==> src/rtl/edf_scheduler.sv <==
// Earliest-deadline-first interrupt selector: scans eligible sources one per cycle,
// offers the earliest deadline over valid/ready and holds off until completion.
module edf_scheduler #(
  parameter int NSource = 8,
  parameter int TsWidth = 64,
  parameter int IdWidth = $clog2(NSource)
) (
  input  logic                       clk_i,
  input  logic                       rst_i,
  input  logic [NSource-1:0]         ip_i,
  input  logic [NSource-1:0]         ie_i,
  input  logic [NSource*TsWidth-1:0] dl_i,
  output logic                       irq_valid_o,
  output logic [IdWidth-1:0]         irq_id_o,
  output logic [TsWidth-1:0]         irq_dl_o,
  input  logic                       irq_ready_i,
  output logic [NSource-1:0]         ip_clr_o,
  input  logic                       cmpl_valid_i,
  input  logic [IdWidth-1:0]         cmpl_id_i,
  output logic                       busy_o
);

  typedef enum logic [1:0] {IDLE, SCAN, OFFER, ACTIVE} state_e;

  state_e               state, state_d;
  logic [IdWidth-1:0]   idx, best_id, active_id;
  logic [TsWidth-1:0]   best_dl, cur_dl, diff;
  logic [NSource-1:0]   elig, ip_clr;
  logic                 best_valid, take, last;

  assign elig   = ip_i & ie_i;
  assign cur_dl = dl_i[idx*TsWidth +: TsWidth];
  // Wrap-aware compare: cur is earlier when (cur - best) is negative mod 2^TsWidth.
  // Ties do not take, so the lowest index keeps the slot.
  assign diff   = cur_dl - best_dl;
  assign take   = elig[idx] && (!best_valid || diff[TsWidth-1]);
  assign last   = (idx == IdWidth'(NSource - 1));

  // NOTE: state_d gets a default before the case so no path leaves it unassigned (no latch).
  always_comb begin
    state_d = state;
    case (state)
      IDLE:    if (|elig) state_d = SCAN;
      SCAN:    if (last) state_d = (take || best_valid) ? OFFER : IDLE;
      OFFER:   if (irq_ready_i) state_d = ACTIVE;
      ACTIVE:  if (cmpl_valid_i && (cmpl_id_i == active_id)) state_d = IDLE;
      default: state_d = IDLE;
    endcase
  end

  // NOTE: all sequential state uses non-blocking assignments so every register samples pre-edge values.
  always_ff @(posedge clk_i) begin
    if (rst_i) begin
      state      <= IDLE;
      idx        <= '0;
      best_valid <= 1'b0;
      best_id    <= '0;
      best_dl    <= '0;
      active_id  <= '0;
      ip_clr     <= '0;
    end else begin
      state  <= state_d;
      ip_clr <= '0;
      case (state)
        IDLE: begin
          if (|elig) begin
            idx        <= '0;
            best_valid <= 1'b0;
          end
        end
        SCAN: begin
          if (take) begin
            best_id    <= idx;
            best_dl    <= cur_dl;
            best_valid <= 1'b1;
          end
          idx <= last ? '0 : idx + 1'b1;
        end
        OFFER: begin
          if (irq_ready_i) begin
            ip_clr    <= NSource'(1) << best_id;
            active_id <= best_id;
          end
        end
        default: ;
      endcase
    end
  end

  assign irq_valid_o = (state == OFFER);
  assign irq_id_o    = best_id;
  assign irq_dl_o    = best_dl;
  assign ip_clr_o    = ip_clr;
  assign busy_o      = (state == ACTIVE);

endmodule

==> config.mk <==
export PLATFORM = sky130hd
export DESIGN_NAME = edf_scheduler
export DESIGN_NICKNAME = d
export VERILOG_FILES = /design/src/rtl/edf_scheduler.sv
export SDC_FILE = /design/constraint.sdc
export NUM_CORES = 1
export LEC_CHECK = 0
export CORE_AREA = 5 5 233 235
export CTS_CLUSTER_DIAMETER = 120
export CTS_CLUSTER_SIZE = 16
export DETAILED_ROUTE_END_ITERATION = 7
export DIE_AREA = 0 0 238 240
export PLACE_DENSITY = 0.46
export SLEW_MARGIN = 20
export SYNTH_ARGS = -nofsm -noshare
export SYNTH_HDL_FRONTEND = slang
export SYNTH_SLANG_ARGS = --single-unit
==> constraint.sdc <==
create_clock -name clk_i -period 12.6 [get_ports clk_i]
set_input_delay 3.15 -clock clk_i [delete_from_list [all_inputs] [get_ports clk_i]]
set_output_delay 3.15 -clock clk_i [all_outputs]
set_load 0.02 [all_outputs]
# Yosys cells after proc, flatten, opt, wreduce, memory -nomap -nowiden
# Index checks and enable logic that the tools add are counted.
[op_classes]
n_mul = 0
order_cmp = 1
n_eq_ne = 10
n_reduce_logical = 14
div = 0
bitwise = 3
muxes = 14
shifts = 2
n_addsub = 2
[op_table]
columns = ["cell", "count"]
rows = [
  ["variable part select 512 x 10 -> 64 bit", 1],
  ["subtractor 64 bit", 1],
  ["2-to-1 mux 2 bit", 5],
  ["AND 8 bit", 1],
  ["one-hot mux 2 bit (4 select lines)", 1],
  ["OR reduction 8 bit", 1],
  ["<< shifter 1 x 3 -> 8 bit, first input constant", 1],
  ["2-to-1 mux 3 bit", 2],
  ["inequality test 2 bit, second input constant", 3],
  ["one-hot mux 3 bit (2 select lines)", 1],
  ["AND reduction 2 bit", 3],
  ["equality test 2 bit, second input constant", 2],
  ["< comparator 3 x 4 -> 1 bit, second input constant", 1],
  ["inequality test 2 x 1 -> 1 bit, second input constant", 2],
  ["AND reduction 4 bit", 1],
  ["adder 3 x 1 -> 3 bit, second input constant", 1],
  ["binary-select mux 1 bit (select 3 bit)", 1],
  ["equality test 3 bit", 1],
  ["equality test 3 bit, second input constant", 1],
  ["2-to-1 mux 1 bit", 3],
  ["AND reduction 3 bit", 1],
  ["OR reduction 3 bit", 1],
  ["equality test 2 x 1 -> 1 bit, second input constant", 1],
  ["logical AND 1 bit", 2],
  ["6 further kinds", 8],
]
[word_totals]
out_inout_bits = 77
rom_bits = 0
regBits = 84
latchBits = 0
n_memories = 0
ram_bits = 0

# Logic depth before layout (Yosys ltp)
[depth]
ltp_word = 8
depth_mapped = 17

# Worst setup path after synthesis
# No wires, ideal clock.
[synth_timing]
path_kind = "input to register"
from = "in dl_i[472]"
to = "reg best_dl[39] (netlist: irq_dl_o[39])"
setup_slack_ns = 6.288
path_buffers = 1
stages = 12
required_ns = 12.513
t_arrival_ns = 6.225
cell_sequence = "mux4_2 > mux2_2 > ha_1 > a21oi_1 > o21ai_0 > a2111oi_0 > o21ai_0 > a221oi_4 > mux2i_1 > nand2_2 > buf_4 > a211oi_1"
[synth_via]
elab_chain_len = 5
[synth_lines]
columns = ["element", "line", "source"]
rows = [
  ["from (decl)", "12", "input logic [NSource*TsWidth-1:0] dl_i,"],
  ["variable part select 512 x 10 -> 64 bit", "32", "assign cur_dl = dl_i[idx*TsWidth +: TsWidth];"],
  ["net cur_dl[24]", "27", "logic [TsWidth-1:0] best_dl, cur_dl, diff;"],
  ["subtractor 64 bit", "35", "assign diff = cur_dl - best_dl;"],
  ["logical OR 1 bit", "36", "assign take = elig[idx] && (!best_valid || diff[TsWidth-1]);"],
  ["logical AND 1 bit", "36", ""],
  ["AND reduction 2 bit (no source line)", "--", ""],
  ["to (signal assigned)", "74", "best_dl <= cur_dl;"],
  ["to (decl)", "27", ""],
]
# The timed path passes the listed nets, and every way through them passes these cells.
# A chain may end at the register's enable or synchronous reset.

# Worst setup path in the final report
[layout_timing]
from = "in dl_i[254]"
to = "reg best_dl[33] (netlist: irq_dl_o[33])"
# The elaborated chain is that of the path after synthesis.

==> results list <==
- CP Data Required Time: 12.88 ns
* First DRT Iteration DRCs: ~300
- For this run, the top clock speed supported by timing is around 0.13 GHz.
* Net Count, Synth: between 1000 and 1500
- The number of pins with negative max-slew slack in the final report came to 0.
- Fin crit share: 0.619
- The hold violation count in the final report was 0.
* DRT antenna net count: 0
- Area overhead of the layout relative to synthesis: 80.7%
* Run status: finished, final reports clean
* Worst-path cell chain: clkdlybuf4s50_1 > mux4_2 > mux2_2 > ha_1 > nand4_1 > nor4_1 > and3_1 > and3_1 > a221oi_4 > mux2i_1 > nand2_8 > a211oi_1
* Yosys synthesis warning count: 0
* Leak pwr: about 5.3 nW
- Clk sinks: between 80 and 90
* Hold Path Class: reg2reg
* Number of gates resized after cts: 0
- Power comes to 1.10 mW.
- The netlist uses between 40 and 50 different library cells.
* Delay of the slowest cell on the worst path: 0.71 ns
* R2r startpoint: idx[0]
* Via count of the first global-routing pass: between 9000 and 10000
- Routability-driven placement finished with a final weighted congestion of between 0.8 and 0.9.
- The smallest clock period supported by the final layout is computed as just under 8 ns.
* Highest ir drop seen on vdd: between 0.06 and 0.07 mV
* Overall die height: 240 um
* Classification of the worst setup path: in2reg
- Via Count: 8966
- Measured against its own limit, the worst slew margin works out to 0.401.
- Aggregate global routing overflow: 0
- Largest net degree at the start of global routing: 79
- Ant. Diodes: 0
- In this run the deepest clock path goes through 2 buffers.
- The clock tree synthesis step divided the H-tree into 3 levels.
- Fin cells: 2042
- In the post-synthesis netlist, the biggest area contributors are sky130_fd_sc_hd__mux4_2 33%, sky130_fd_sc_hd__dfxtp_1 19%, sky130_fd_sc_hd__ha_1 9.2%, sky130_fd_sc_hd__mux2_2 8.1%, sky130_fd_sc_hd__a211oi_2 5.2%.
* Setup TNS: 0 ns
- Count of buffers inserted at the top-level ports: 611
- STA puts the critical path data arrival time at between 8 and 9 ns.
- Setup repair after global routing missed its margin: no
- Clock slew at the register clock pins of the worst setup and hold paths: 0.08 ns
- Area of the die: approximately 0.057 sq mm
* # IOs: between 600 and 700
- Routed WL: between 40 and 50 mm
- Final setup violation count: 0
* Global routing usage summed across all routing layers: 0.145
- Clock tree root buffer cell: sky130_fd_sc_hd__clkbuf_16
- Capturing element type of the critical path: flop
- Critical path's most frequent cell: sky130_fd_sc_hd__and3_1
- Post-cts hold buffer count: 0
- In this run the most critical hold path is launched from active_id[1].
- After the last flow step, the layout net total stands at ~1900.
- Along the worst hold path, the cell count comes to 2.
- Worst Hold End: active_id[1]
- The endpoint identified for the worst register-to-register timing path is irq_dl_o[33].
* Transition at the pin with the smallest max-transition slack: around 0.90 ns
- After synthesis the cells add up to just under 0.009 sq mm.
- Area of the placeable core: roughly 0.052 sq mm
* Post-Route Skew: 0.0121 ns
- Global-route wire length before repair: roughly 63 mm
* Reg2reg setup slack: 6.24 ns
- In the synthesized netlist, the number of instances is ~790.
- Effective utilization at floorplan: 0.168
- The worst setup path is launched from a primary input.
* DRC violations left: 0
- # placed instances: 2026
- Share of the synthesized area in the top cell type: 0.327
- Of all nets on the critical path, the largest fanout is 63.
- Count of fill cells added during filler insertion: roughly 5400
- Number of synthesized register bits: 84
- The slowest stage of the critical path is the sky130_fd_sc_hd__nor4_1 cell.
* Detailed placer's ending HPWL: between 30 and 40 mm
- Number of antenna violations at the first check in global routing: 2
- CP top delay family: simple AND/OR/NAND/NOR gates
- Width of the die: 238 um
* CTS tree: done
* Clock network latency to the later pin of the worst-skew pair: approximately 0.37 ns
- Worst path bufs/invs: 1
* Biggest area consumer among synthesized cells: sky130_fd_sc_hd__mux4_2
- Fraction of final layout cells with drive strength greater than 1: 0.193
* Number of placement rows: between 80 and 90
- Sequential element share of the synthesized area: 0.193
* Path depth of the worst reg2reg path: 12
* Post-CTS setup-driven buffer insertion count: 0
- Detail-routed net length per standard cell: ~22 um
- Max_cap viols: 0
- Using the TritonRoute via totals, the vias-per-cell ratio works out to ~4.4.
- In this run the power density over the cells is between 60 and 70 mW/mm^2.
- Post-synthesis area per instance: between 10 and 15 sq um
* Total clock buffers created by CTS: 9
- The first detailed-routing pass took 4 iterations.
==> worst register-to-register path, delay by kind of cell (launching register included) <==
| kind | cells | cell delay (ns) |
|---|---|---|
| flops | 1 | 0.83 |
| simple gates | 5 | 2.11 |
| compound gates | 2 | 0.53 |
| mux | 3 | 1.68 |
| fa+ha+maj | 1 | 0.30 |
| buf+inv | 1 | 0.80 |
==> flip-flops by register name, summed over array words and instances (netlist names), named ones only <==
register    count
irq_dl_o       64
ip_clr_o        8
active_id       3
idx             3
irq_id_o        3
best_valid      1
state           1
==> final cells by class <==
cell class,count,area (sq um),share of cell area
clock buffer,10,250,0.0159
multi-input combinational,571,6490,0.411
sequential,84,1690,0.107
tap,688,861,0.0546
timing repair buffer,618,6170,0.391
inverter,65,244,0.0155
clock inverter,6,73.8,0.00468
==> metrics by stage <==
step / setup WS, ns / util / area, sq um / hold slack (ns)
floorplan: 6.29 / - / 8730 / 0.448
global placement: 4.33 / 0.297 / 15400 / 0.472
detailed placement: 4.28 / 0.297 / 15400 / 0.476
CTS: 4.66 / 0.303 / 15800 / 0.487
global route: 4.58 / 0.303 / 15800 / 0.513
finish: 4.80 / 0.303 / 15800 / 0.488
==> cell usage after synthesis, drive strengths merged <==
cell type / n
mux2i: 2
a221oi: 1
ha: 64
mux2: 64
or3: 1
a221o: 2
o221ai: 1
xnor2: 2
or2: 2
a2111oi: 1
nor2b: 4
nor4: 2
nand3: 13
and2: 1
nor3: 71
o21a: 1
inv: 65
nor2: 20
nand2b: 2
nand4: 16
a211oi: 67
o21ai: 18
and3: 4
o211ai: 4
o31a: 1
dfxtp: 84
o31ai: 2
clkbuf: 35
a21oi: 33
buf: 32
xor2: 2
mux4: 129
a211o: 1
o2111ai: 1
a22oi: 3
nand2: 29
a21o: 7
==> cells in the final DEF, fill, tap and decap left out, drive strengths merged, types with 3 or more instances in the layout <==
| master | count |
|---|---|
| and3 | 4 |
| a22oi | 3 |
| buf | 8 |
| mux4 | 129 |
| nand3 | 13 |
| a211oi | 67 |
| nand4 | 16 |
| nor2 | 20 |
| mux2 | 64 |
| nor3 | 71 |
| clkdlybuf4s50 | 610 |
| a21o | 7 |
| clkbuf | 10 |
| a21oi | 33 |
| ha | 64 |
| nor2b | 4 |
| nand2 | 29 |
| inv | 68 |
| o211ai | 4 |
| o21ai | 18 |
| dfxtp | 84 |
==> where the power goes <==
group	leakage, nW	switching (mW)	internal (mW)	total [mW]
registers	0.688	0.0150	0.281	0.296
clock network	0.159	0.136	0.169	0.305
logic	4.41	0.194	0.305	0.498
==> routing by layer <==
layer / global-route usage / up-vias / wire length (um)
met3: 0.0454 / 39 / 3590
li1: - / 4252 / -
met4: 0.0403 / 4 / 960
met5: 0 / - / 27
met1: 0.167 / 4314 / 16900
met2: 0.262 / 357 / 22500
==> cells by family (layout without fill, tap and decap cells) <==
family / count (synthesis) / after routing / share of synthesized area
adder cells (fa/ha/maj): 64 / 64 / 0.0917
AO/OA/AOI/OAI: 143 / 143 / 0.134
AND/OR/NAND/NOR: 165 / 165 / 0.0924
multiplexers: 195 / 195 / 0.419
XOR/XNOR: 4 / 4 / 0.00401
flip-flops: 84 / 84 / 0.193
buffers and inverters: 132 / 699 / 0.0670
==> worst max-delay path by stage <==
| stage | depth (start not counted) | startpoint | slack [ns] | endpoint |
|---|---|---|---|---|
| floorplan | 12 | dl_i[472] | 6.29 | irq_dl_o[39] |
| global placement | 12 | dl_i[254] | 4.33 | irq_dl_o[28] |
| detailed placement | 12 | dl_i[254] | 4.28 | irq_dl_o[33] |
| CTS | 12 | dl_i[254] | 4.66 | irq_dl_o[33] |
| global route | 12 | dl_i[254] | 4.58 | irq_dl_o[37] |
| finish | 12 | dl_i[254] | 4.80 | irq_dl_o[33] |
Power figures use the tool's default switching activity.
